`config.mk`:
```
export PLATFORM = sky130hd
export DESIGN_NAME = posit_multiplier_seq_flat
export DESIGN_NICKNAME = d
export VERILOG_FILES = /design/src/rtl/posit_multiplier_seq_if.sv /design/src/rtl/posit_multiplier_seq.sv /design/src/flat_wrapper.sv
export SDC_FILE = /design/constraint.sdc
export NUM_CORES = 1
export LEC_CHECK = 0
export BUFFER_PORTS_ARGS = -buffer_cell sky130_fd_sc_hd__buf_4
export CORE_UTILIZATION = 50
export DETAILED_ROUTE_END_ITERATION = 12
export PLACE_DENSITY = 0.66
export SETUP_SLACK_MARGIN = 0.4
export SYNTH_ARGS = -nofsm -noshare
export SYNTH_HDL_FRONTEND = slang
export SYNTH_SLANG_ARGS = --single-unit
```
`constraint.sdc`:
```
create_clock -name Clock -period 39.8 [get_ports Clock]
set_input_delay 1.99 -clock Clock [delete_from_list [all_inputs] [get_ports Clock]]
set_output_delay 1.99 -clock Clock [all_outputs]
set_load 0.05 [all_outputs]
```
`src/rtl/posit_multiplier_seq_if.sv`:
```
// Operand/result handshake bundle for posit_multiplier_seq.
// Master drives operands and consumes the product; slave is the multiplier.
interface posit_multiplier_seq_if #(
  parameter int N = 32
);
  logic [N-1:0] IN1;
  logic [N-1:0] IN2;
  logic         IN_Valid;
  logic         IN_Ready;
  logic [N-1:0] OUT;
  logic         OUT_Valid;
  logic         OUT_Ready;

  modport master (
    output IN1, IN2, IN_Valid, OUT_Ready,
    input  IN_Ready, OUT, OUT_Valid
  );

  modport slave (
    input  IN1, IN2, IN_Valid, OUT_Ready,
    output IN_Ready, OUT, OUT_Valid
  );
endinterface

```
`src/rtl/posit_multiplier_seq.sv`:
```
// Sequential posit multiplier: shift-add significand product, RNE rounding.
// Define POSIT_MULT_RADIX4_EN to retire two multiplier bits per MULT cycle.
module posit_multiplier_seq #(
  parameter int N  = 32,
  parameter int ES = 4
) (
  input  logic Clock,
  input  logic nReset,
  posit_multiplier_seq_if.slave bus
);

  localparam int M  = N - ES - 2;
  localparam int PW = 2 * M;
  localparam int SW = ES + $clog2(N) + 3;
  localparam int XW = ES + PW - 1;
  localparam int YW = N + XW;
`ifdef POSIT_MULT_RADIX4_EN
  localparam int STEPS = (M + 1) / 2;
`else
  localparam int STEPS = M;
`endif
  localparam int CW = $clog2(STEPS + 1);

  localparam logic [N-1:0] NAR = {1'b1, {(N-1){1'b0}}};
  localparam logic signed [SW-1:0] KHI = SW'(N - 2);
  localparam logic signed [SW-1:0] KLO = -SW'(N - 1);

  typedef enum logic [2:0] {
    IDLE, DECODE, MULT, ROUND, DONE
  } state_e;

  // Returns {scale, significand-with-hidden-bit} of a non-special posit.
  function automatic logic [SW+M-1:0] dec(input logic [N-1:0] x);
    logic [N-2:0] r;
    logic [N-4:0] ef;
    logic signed [SW-1:0] k;
    logic signed [SW-1:0] sc;
    logic run;
    int m;
    r = x[N-1] ? (~x[N-2:0] + (N-1)'(1)) : x[N-2:0];
    m = 0;
    run = 1'b1;
    for (int i = N - 2; i >= 0; i--) begin
      if (run && (r[i] == r[N-2])) m = m + 1;
      else run = 1'b0;
    end
    k  = r[N-2] ? SW'(m - 1) : -SW'(m);
    ef = r[N-4:0] << (m - 1);
    sc = (k <<< ES) + $signed(SW'(ef >> (M - 1)));
    return {sc, 1'b1, ef[M-2:0]};
  endfunction

  state_e state_q, state_d;
  logic [N-1:0]  a_q, a_d, b_q, b_d;
  logic          sign_q, sign_d;
  logic          nar_q, nar_d;
  logic          spec_q, spec_d;
  logic signed [SW-1:0] scale_q, scale_d;
  logic [PW-1:0] mcand_q, mcand_d;
  logic [M-1:0]  mplier_q, mplier_d;
  logic [PW-1:0] acc_q, acc_d;
  logic [CW-1:0] cnt_q, cnt_d;
  logic [N-1:0]  out_q, out_d;
`ifdef POSIT_MULT_RADIX4_EN
  logic [PW-1:0] mcand3_q, mcand3_d;
`endif

  logic [SW+M-1:0] da, db;
  logic signed [SW-1:0] sa, sb;
  logic [M-1:0]  fa, fb;
  logic          a_zero, b_zero, a_nar, b_nar;
  logic [PW-1:0] addend;

  assign da = dec(a_q);
  assign db = dec(b_q);
  assign sa = $signed(da[SW+M-1:M]);
  assign sb = $signed(db[SW+M-1:M]);
  assign fa = da[M-1:0];
  assign fb = db[M-1:0];
  assign a_zero = (a_q == '0);
  assign b_zero = (b_q == '0);
  assign a_nar  = (a_q == NAR);
  assign b_nar  = (b_q == NAR);

  // Rounding datapath, evaluated from the finished accumulator
  logic          ovf;
  logic [PW-2:0] frac;
  logic signed [SW-1:0] ssum, kk;
  logic [XW-1:0] xw;
  logic          pos;
  logic [YW-1:0] y0, y;
  int            shi;
  logic [N-2:0]  body, body_r;
  logic          guard, sticky, up;
  logic          sat_hi, sat_lo;
  logic [N-1:0]  mag, rnd_res;

  always_comb begin
    ovf  = acc_q[PW-1];
    frac = ovf ? acc_q[PW-2:0] : {acc_q[PW-3:0], 1'b0};
    ssum = scale_q + $signed({{(SW-1){1'b0}}, ovf});
    kk   = ssum >>> ES;
    xw   = XW'(frac) | (XW'(ssum) << (PW - 1));
    pos  = ~kk[SW-1];
    y0   = {pos ? {(N-1){1'b1}} : {(N-1){1'b0}}, ~pos, xw};
    shi  = pos ? (N - 2) - int'(kk) : (N - 1) + int'(kk);
    y    = y0 << shi;
    body   = y[YW-1 -: N-1];
    guard  = y[YW-N];
    sticky = |y[YW-N-1:0];
    up     = guard & (sticky | body[0]);
    body_r = body + (N-1)'(up);
    sat_hi = (kk >= KHI);
    sat_lo = (kk <= KLO);
    if (sat_hi)      mag = {1'b0, {(N-1){1'b1}}};
    else if (sat_lo) mag = {{(N-1){1'b0}}, 1'b1};
    else             mag = {1'b0, body_r};
    rnd_res = sign_q ? -mag : mag;
    if (spec_q) rnd_res = nar_q ? NAR : '0;
  end

  always_comb begin
    addend = '0;
`ifdef POSIT_MULT_RADIX4_EN
    unique case (mplier_q[1:0])
      2'd0: addend = '0;
      2'd1: addend = mcand_q;
      2'd2: addend = mcand_q << 1;
      2'd3: addend = mcand3_q;
    endcase
`else
    if (mplier_q[0]) addend = mcand_q;
`endif
  end

  always_comb begin
    state_d  = state_q;
    a_d      = a_q;
    b_d      = b_q;
    sign_d   = sign_q;
    nar_d    = nar_q;
    spec_d   = spec_q;
    scale_d  = scale_q;
    mcand_d  = mcand_q;
    mplier_d = mplier_q;
    acc_d    = acc_q;
    cnt_d    = cnt_q;
    out_d    = out_q;
`ifdef POSIT_MULT_RADIX4_EN
    mcand3_d = mcand3_q;
`endif
    unique case (state_q)
      IDLE: begin
        if (bus.IN_Valid) begin
          a_d     = bus.IN1;
          b_d     = bus.IN2;
          state_d = DECODE;
        end
      end
      DECODE: begin
        nar_d    = a_nar | b_nar;
        spec_d   = a_nar | b_nar | a_zero | b_zero;
        sign_d   = a_q[N-1] ^ b_q[N-1];
        scale_d  = sa + sb;
        mcand_d  = PW'(fa);
        mplier_d = fb;
        acc_d    = '0;
        cnt_d    = CW'(STEPS);
`ifdef POSIT_MULT_RADIX4_EN
        mcand3_d = PW'(fa) + (PW'(fa) << 1);
`endif
        // specials skip MULT but still spend one cycle in ROUND
        state_d  = spec_d ? ROUND : MULT;
      end
      MULT: begin
        acc_d = acc_q + addend;
        cnt_d = cnt_q - CW'(1);
`ifdef POSIT_MULT_RADIX4_EN
        mcand_d  = mcand_q << 2;
        mcand3_d = mcand3_q << 2;
        mplier_d = mplier_q >> 2;
`else
        mcand_d  = mcand_q << 1;
        mplier_d = mplier_q >> 1;
`endif
        if (cnt_q == CW'(1)) state_d = ROUND;
      end
      ROUND: begin
        out_d   = rnd_res;
        state_d = DONE;
      end
      DONE: begin
        if (bus.OUT_Ready) state_d = IDLE;
      end
      default: state_d = IDLE;
    endcase
  end

  always_ff @(posedge Clock or negedge nReset) begin
    if (!nReset) begin
      state_q  <= IDLE;
      a_q      <= '0;
      b_q      <= '0;
      sign_q   <= 1'b0;
      nar_q    <= 1'b0;
      spec_q   <= 1'b0;
      scale_q  <= '0;
      mcand_q  <= '0;
      mplier_q <= '0;
      acc_q    <= '0;
      cnt_q    <= '0;
      out_q    <= '0;
`ifdef POSIT_MULT_RADIX4_EN
      mcand3_q <= '0;
`endif
    end else begin
      state_q  <= state_d;
      a_q      <= a_d;
      b_q      <= b_d;
      sign_q   <= sign_d;
      nar_q    <= nar_d;
      spec_q   <= spec_d;
      scale_q  <= scale_d;
      mcand_q  <= mcand_d;
      mplier_q <= mplier_d;
      acc_q    <= acc_d;
      cnt_q    <= cnt_d;
      out_q    <= out_d;
`ifdef POSIT_MULT_RADIX4_EN
      mcand3_q <= mcand3_d;
`endif
    end
  end

  assign bus.IN_Ready  = (state_q == IDLE);
  assign bus.OUT_Valid = (state_q == DONE);
  assign bus.OUT       = out_q;

endmodule

```
`src/flat_wrapper.sv`:
```
// flat-port wrapper written by rule: the top's interface ports become plain ports
module posit_multiplier_seq_flat 
#(
  parameter int N  = 32,
  parameter int ES = 4
)
  (Clock, nReset, bus_IN1, bus_IN2, bus_IN_Valid, bus_OUT_Ready, bus_IN_Ready, bus_OUT, bus_OUT_Valid);
  posit_multiplier_seq_if #(.N(N)) bus_i ();
  input  logic Clock;
  input  logic nReset;
  input wire logic [$bits(bus_i.IN1)-1:0] bus_IN1;
  input wire logic [$bits(bus_i.IN2)-1:0] bus_IN2;
  input wire logic [$bits(bus_i.IN_Valid)-1:0] bus_IN_Valid;
  input wire logic [$bits(bus_i.OUT_Ready)-1:0] bus_OUT_Ready;
  output wire logic [$bits(bus_i.IN_Ready)-1:0] bus_IN_Ready;
  output wire logic [$bits(bus_i.OUT)-1:0] bus_OUT;
  output wire logic [$bits(bus_i.OUT_Valid)-1:0] bus_OUT_Valid;
  assign bus_i.IN1 = bus_IN1;
  assign bus_i.IN2 = bus_IN2;
  assign bus_i.IN_Valid = bus_IN_Valid;
  assign bus_i.OUT_Ready = bus_OUT_Ready;
  assign bus_IN_Ready = bus_i.IN_Ready;
  assign bus_OUT = bus_i.OUT;
  assign bus_OUT_Valid = bus_i.OUT_Valid;
  posit_multiplier_seq #(.N(N), .ES(ES)) u_core (.Clock(Clock), .nReset(nReset), .bus(bus_i));
endmodule
```
==> results of run 1 <==
## layer usage
layer	vias to the layer above	share of wire, %
met2	978	47
met3	156	5.1
met1	15300	45
met5	-	0
met4	0	2.9
li1	15600	-
## state kept, by name, summed over array words and instances (netlist names)
signal	cells
u_core.acc_q	52
u_core.mcand_q	52
u_core.a_q	32
u_core.b_q	32
u_core.bus.OUT	32
u_core.mplier_q	26
u_core.scale_q	12
u_core.cnt_q	5
u_core.state_q	3
u_core.nar_q	1
u_core.sign_q	1
u_core.spec_q	1
## cell usage after synthesis, types with 26 or more instances
| library cell | instances |
|---|---|
| sky130_fd_sc_hd__nand2_1 | 499 |
| sky130_fd_sc_hd__nor2_1 | 329 |
| sky130_fd_sc_hd__o21ai_0 | 298 |
| sky130_fd_sc_hd__dfrtp_1 | 249 |
| sky130_fd_sc_hd__a21oi_1 | 235 |
| sky130_fd_sc_hd__xnor2_1 | 217 |
| sky130_fd_sc_hd__clkbuf_1 | 192 |
| sky130_fd_sc_hd__mux2i_1 | 178 |
| sky130_fd_sc_hd__xor2_1 | 132 |
| sky130_fd_sc_hd__ha_1 | 129 |
| sky130_fd_sc_hd__nand3_1 | 123 |
| sky130_fd_sc_hd__inv_1 | 120 |
| sky130_fd_sc_hd__nor3_1 | 115 |
| sky130_fd_sc_hd__or3_1 | 108 |
| sky130_fd_sc_hd__and2_1 | 100 |
| sky130_fd_sc_hd__mux2_2 | 87 |
| sky130_fd_sc_hd__o211ai_1 | 71 |
| sky130_fd_sc_hd__a22oi_1 | 65 |
| sky130_fd_sc_hd__and3_1 | 52 |
| sky130_fd_sc_hd__a22o_1 | 45 |
| sky130_fd_sc_hd__o31ai_1 | 44 |
| sky130_fd_sc_hd__a31oi_1 | 43 |
| sky130_fd_sc_hd__nand2b_1 | 43 |
| sky130_fd_sc_hd__a211oi_1 | 41 |
| sky130_fd_sc_hd__mux4_2 | 41 |
| sky130_fd_sc_hd__o2111ai_1 | 38 |
| sky130_fd_sc_hd__a21o_1 | 37 |
| sky130_fd_sc_hd__nand4_1 | 37 |
| sky130_fd_sc_hd__buf_2 | 34 |
| sky130_fd_sc_hd__or2_2 | 32 |
| sky130_fd_sc_hd__or4_1 | 30 |
| sky130_fd_sc_hd__nor4_1 | 29 |
| sky130_fd_sc_hd__buf_1 | 27 |
| sky130_fd_sc_hd__o22ai_1 | 26 |
## critical path, delay by kind of cell, from the launching register on
| kind | cells | cell delay [ns] |
|---|---|---|
| buffers and inverters | 5 | 0.89 |
| AOI/OAI and AO/OA | 33 | 6.03 |
| muxes | 12 | 2.84 |
| and+or+nand+nor | 29 | 4.81 |
| adders and majority gates | 28 | 8.37 |
| DFF | 1 | 0.50 |
| xor gates and xnor gates | 3 | 0.43 |
## logic make-up (layout without fill, tap and decap cells)
| kind of cell | Yosys count | count (layout) | share of synthesized area [%] |
|---|---|---|---|
| xor+xnor | 379 | 379 | 11.1 |
| buf+inv | 381 | 342 | 4.55 |
| fa+ha+maj | 138 | 138 | 5.25 |
| flops | 249 | 249 | 19.0 |
| mux | 307 | 307 | 11.3 |
| simple gates | 1603 | 1603 | 24.2 |
| compound gates | 1199 | 1199 | 24.7 |
## path summary, 6_finish.rpt
path | endpoint | start | slack [ns]
setup / recovery | u_core.scale_q[11] | u_core.a_q[0] | 15.74
hold / removal | u_core.bus.OUT[4] | u_core.bus.OUT[4] | 0.48
setup reg to reg | u_core.scale_q[11] | u_core.a_q[0] | 15.74
hold reg to reg | u_core.bus.OUT[4] | u_core.bus.OUT[4] | 0.48
max in group asynchronous | u_core.a_q[14] | nReset | 36.48
min in group asynchronous | u_core.mcand_q[41] | nReset | 1.37
## final cells by class
cell class	instances	area share, %
multi-input cells	3626	71.5
well taps	855	3.03
clock buffers	44	2.63
inverters	124	1.32
repair buffers	157	3.36
flip-flops and latches	249	17.6
clock inverters	17	0.553
## per-stage QoR
| stage | cell area, um^2 | hold WS, ns |
|---|---|---|
| after floorplan | 32800 | 0.447 |
| after global placement | 34200 | 0.464 |
| after detailed placement | 34200 | 0.468 |
| after CTS | 35300 | 0.481 |
| after global routing | 35300 | 0.500 |
| final | 35300 | 0.478 |
==> results list, run 1 <==
* Yosys warnings: 0
- Number of buffers inserted for hold repair after clock tree synthesis: 0
- Via count of the first global-routing pass: 29800
- The worst path needs 24.06 ns of the cycle, external delays included.
- Post-Syn Area: 0.0328 mm^2
- For this run, the leading register cell type out of synthesis is sky130_fd_sc_hd__dfrtp_1.
- After layout, the worst path uses 60.5% of the clock period.
- Total gr overflow: 0
* Net count reported at finish: 4391
- The die covers 0.0667 mm^2.
- Kind of critical path: register to register
- Ranked by total cell area, the synthesized netlist is headed by sky130_fd_sc_hd__dfrtp_1 (19%), sky130_fd_sc_hd__xnor2_1 (5.8%), sky130_fd_sc_hd__nand2_1 (5.7%), sky130_fd_sc_hd__mux2i_1 (5.4%), sky130_fd_sc_hd__ha_1 (4.9%).
* CTS tree: done
- Clock-pin slew was measured on the worst setup and hold paths at 0.06 ns.
- The run finished with clean final reports.
* Leading area contributor after synthesis: sky130_fd_sc_hd__dfrtp_1
- Non-filler instance count after layout: 5072
- In this run, synthesis produced a sequential element count of 249.
- Area grow syn2layout: 7.57%
* Critical Path Sink Type: register
- The number of antenna diodes in the final layout is 0.
* Max FO, Critical Path: 26
- Measured against its own limit, the worst slew margin works out to 21.4%.
- The tree is rooted in a sky130_fd_sc_hd__clkbuf_16.
* Final Skew: 0.0272 ns
- Across all layers, the routed design uses 32100 vias.
- Std-Cell Rows: 93
* # port buffers: 101
- H-tree depth: 2
- Critical Path Max Stage Delay: 0.60 ns
- The number of hold-slack violations in the final timing report came to 0.
* Area share of the largest cell type after synthesis: 19.0%
- Layout cells sized above 1: 11.1%
- Final wirelength: 98.4 mm
- Fill cells in the final layout number 6254.
- The first detailed-routing pass took 6 iterations.
- Across the whole layout, storage elements account for 0.00623 mm^2.
* Final setup slack of the worst path: 15.74 ns
- The share of the Yosys chip area taken by registers is 19.0%.
- In this run, the number of DRC markers left after iteration 0 of detailed routing was 2768.
* Count of distinct cell types in the synthesized netlist: 117
- Synthesized area per cell: 7.72 um^2
- Data on the critical path arrives at its endpoint at 24.49 ns.
- Overall routing resource usage: 29.0%
- Met1 track demand over resource: 39.8%
* CTS-repair resized insts: 0
- Dividing the detail-routed via count by the number of cells gives 6.32.
* Area of the multi-input gates: 0.0253 mm^2
- Total instance count after detailed placement: 5011
- The initial utilization of the core area, before any placement, comes to 50.8%.
- The worst register-to-register path has a depth of 110.
* Post-Syn Instances: 4256
- The first global-routing pass estimated 161 mm of wire.
- Instance count along the most critical hold path: 2
* Die boundary height: 258 um
- Most used cell along the critical path: sky130_fd_sc_hd__ha_1
- The final max-slew violation count came to 0.
- Post-CTS Setup Bufs: 0
- DR DRC count: 0
* Final total negative setup slack: 0 ns
- For this run, asynchronously set or reset flops after synthesis account for 100%.
- Cells fill 54.6% of the core in the end.
- Met3 demand-to-capacity share in global routing: 2.77%
- In the final routed layout, each cell accounts on average for 19.4 um.
- When the netlist entered floorplanning its net count stood at 4455.
* Number of sinks driven by the clock tree: 249
- After legalization and detailed placement, the total HPWL measured 74.5 mm.
- The worst setup path is launched from a register.
- Initial antenna violation count: 0
- Number of nets with antenna violations after detailed routing: 0
- At the later pin of the worst-skew pair, clock insertion delay measures 0.57 ns.
- Longest Clk Path Bufs: 3
- Prior to clock tree synthesis, the placed netlist has a worst setup slack of 15.93 ns.
- For the pin with the worst max-slew slack, the measured transition is 1.17 ns.
- I/O Pins: 102
- Worst hold path class: register to register
- Leaving out fill and tap cells, the most frequent cells in the layout are sky130_fd_sc_hd__nand2_1 (496), sky130_fd_sc_hd__nor2_1 (326), sky130_fd_sc_hd__o21ai_0 (298).
* Number of synthesized flops with an enable pin: 0
- The library cell used most frequently in the layout, excluding fill and tap cells, is sky130_fd_sc_hd__nand2_1.
- Number of CTS-inserted buffers: 34
* Master of the slowest instance on the critical path: sky130_fd_sc_hd__a32o_1
- In this run the most used layer during global routing was met2.
* Global-route met2 utilization: 48.3%
* Core Region: 0.0647 mm^2
- Required time at the worst-slack endpoint: 40.22 ns
- Largest net degree at the start of global routing: 81
* Setup repair after global routing missed its margin: false
- Number of max-cap violations: 0
- Setup violations remaining at the end of the flow were counted as 0.
- Timing-limited maximum frequency: 41.6 MHz
* Horizontal die dimension: 258 um
- At the end of routability-driven placement, the weighted congestion stood at 0.952.
Power of run 1 is left out: the tool's default activity adds up to more than one toggle a clock period on the data nets, which glitch-free logic cannot reach.
==> run 2, diff against run 1 <==
- PLACE_DENSITY: 0.66 -> 0.69
- clock period: 39.8 -> 19.95 ns (I/O delays scaled with it)
==> run 2 against run 1 <==
Effect of this change:
- the flow now finishes with violations (setup timing)
- final cell count up 6.3%
- fmax increased by 19%
- highest routed layer unchanged
- die area unchanged
- critical path depth unchanged
- global-route usage increased by 0.50 points
- core utilization increased by 5.3 points
- count of clock-buffer cells in the layout down 6
==> results list, run 2 (synthesis gave the netlist of run 1 again) <==
- The run finished, with violations left.
- The final reports fail on setup timing.
* Shortest period the worst path allows: 20.24 ns
- Non-filler instance count after layout: 5391
* Core Region: 0.0647 mm^2
* Most frequent standard cell in the layout excluding fill and tap cells: sky130_fd_sc_hd__nand2_1
* Final non-filler cell area: 0.0388 mm^2
- Via density per instance: 6.24
- Including well taps, the total number of placed cells is 5254.
- The via count of the first global-routing pass was 31700.
- The first detailed-routing pass ran for 6 iterations.
- The library cells used most frequently in the layout, excluding fill and tap cells, are sky130_fd_sc_hd__nand2_1 (487), sky130_fd_sc_hd__buf_4 (437), sky130_fd_sc_hd__nor2_1 (321).
- The startpoint identified for the worst register-to-register timing path is u_core.a_q[20].
- Final setup slack of the worst path: -0.291 ns
- Antenna diode count: 0
* Worst hold path class: input pin to async pin
- Worst Setup Slack post-DPL: -0.428 ns
* Overall routing resource usage: 29.5%
* Timing-limited maximum frequency: 49.4 MHz
- No sink is reached through more buffers than the 3 on the longest clock path.
- Kind of critical path: register to register
- Regs by FF count: u_core.acc_q: 52 flops, u_core.mcand_q: 52 flops
- For this configuration, the core starts out at a cell density of 50.8%.
- After the first detailed-routing iteration, the DRC count stood at 3035.
- The worst setup path is launched from a register.
- The number of hold-slack violations in the final timing report was 0.
- In this run the critical register-to-register path is captured at u_core.scale_q[10].
- Number of buffers inserted for hold repair after clock tree synthesis: 0
* Die boundary height: 258 um
- In this run the most used layer during global routing was met2.
- For the worst flop-to-flop path, the logic depth is 110.
* Met1 track demand over resource: 39.8%
- Pins over their slew limit: 0
- In this run the remaining antenna-violating nets after routing total 0.
- Global routing used 2.94% of the available met3 tracks.
* Layout cells sized above 1: 20.2%
* Area grow syn2layout: 18.0%
- Number of CTS-inserted buffers: 30
- Across all hold checks on the routed design, the worst slack comes to 0.344 ns.
* Horizontal die dimension: 258 um
- The first global-routing pass estimated 165 mm of wire.
- Entering global routing, the biggest net connects 90 pins.
- I/O Pins: 102
- Global-route met2 utilization: 48.6%
* Floorplan die area: 0.0667 mm^2
- In this design, the stage delay of the slowest critical-path cell is 0.54 ns.
- In this design, the critical path's most frequently occurring cell is sky130_fd_sc_hd__ha_1.
* Root buffer cell: sky130_fd_sc_hd__clkbuf_16
* Final Skew: 0.0197 ns
- DR DRC count: 0
* # fillers: 5862
* Critical Path AT: 20.70 ns
* CTS tree: done
- # port buffers: 101
* Initial antenna violation count: 0
- Post-DP HPWL: 75.9 mm
- Std-Cell Rows: 93
* Final wirelength: 101 mm
* Worst-case register-to-register setup slack: -0.29 ns
- Clock-pin slew was measured on the worst setup and hold paths at 0.06 ns.
- Master of the slowest instance on the critical path: sky130_fd_sc_hd__or4_4
* Max FO, Critical Path: 6
- Global routing finished with a remaining overflow of 0.
- Routability-driven placement finished with a final weighted congestion of 0.984.
- Number of sinks driven by the clock tree: 249
* Critical Path Sink Type: register
- Via count: 33700
- Setup repair after global routing missed its margin: true
- In the final routed layout, each cell accounts on average for 18.8 um.
- Setup violations remaining at the end of the flow were counted as 7.
- Max-slew headroom at the worst pin: 6.71%
* Net count reported at finish: 4714
- H-tree depth: 1
- At the worst endpoint, the required time is 20.41 ns.
- Placed cell areas: 0.0365 mm^2
- For the pin with the worst max-slew slack, the measured transition is 1.36 ns.
- Number of max-cap violations: 0
- Worst skew pair latency: 0.58 ns
- After layout, the worst path uses 101% of the clock period.
[run 2: what timing repair did]
item	4_1_cts	5_1_grt
setup buffers	64	20
setup endpoints to repair	7	34
gates resized for setup	73	61
pin swaps	46	48
[run 2: final cells by class]
cell class / instances / area, um^2 / share of cell area [%]
tap: 855 / 1070 / 2.76
inverter: 124 / 475 / 1.23
timing repair buffer: 484 / 3850 / 9.93
clock inverter: 15 / 154 / 0.397
multi-input combinational: 3626 / 26100 / 67.5
sequential: 249 / 6230 / 16.1
clock buffer: 38 / 832 / 2.15
[run 2: stage by stage]
step	TNS, ns	utilization [%]
2_1_floorplan	0	-
3_3_place_gp	0	56.5
3_5_place_dp	-1.21	56.5
4_1_cts	-0.0542	59.3
5_1_grt	-10.89	59.9
6_report	-1.13	59.9
[run 2: layer usage]
| metal | routed length [um] | share of wire, % |
|---|---|---|
| met3 | 5670 | 5.6 |
| met4 | 4640 | 4.6 |
| met2 | 46700 | 46 |
| met5 | 0 | 0 |
| met1 | 44400 | 44 |
[run 2: critical path, delay by kind of cell (launching register included)]
family | cells | cell delay [ns]
AO/OA/AOI/OAI | 31 | 4.16
flip-flops | 1 | 0.38
buffers and inverters | 6 | 0.58
AND/OR/NAND/NOR | 29 | 3.92
XOR/XNOR | 3 | 0.58
multiplexers | 12 | 2.63
adder cells (fa/ha/maj) | 29 | 7.84
[run 2: worst max-delay path by stage]
stage,to,depth (start not counted),slack [ns],startpoint
finish,u_core.scale_q[10],110,-0.29,u_core.a_q[20]
detailed placement,u_core.scale_q[10],109,-0.43,u_core.a_q[13]
global route,u_core.scale_q[11],110,-1.45,u_core.a_q[20]
floorplan,u_core.scale_q[11],112,0.24,u_core.b_q[8]
global placement,u_core.scale_q[11],114,0.05,u_core.b_q[0]
CTS,u_core.scale_q[11],112,-0.05,u_core.a_q[13]
Power of run 2 is left out for the same reason.
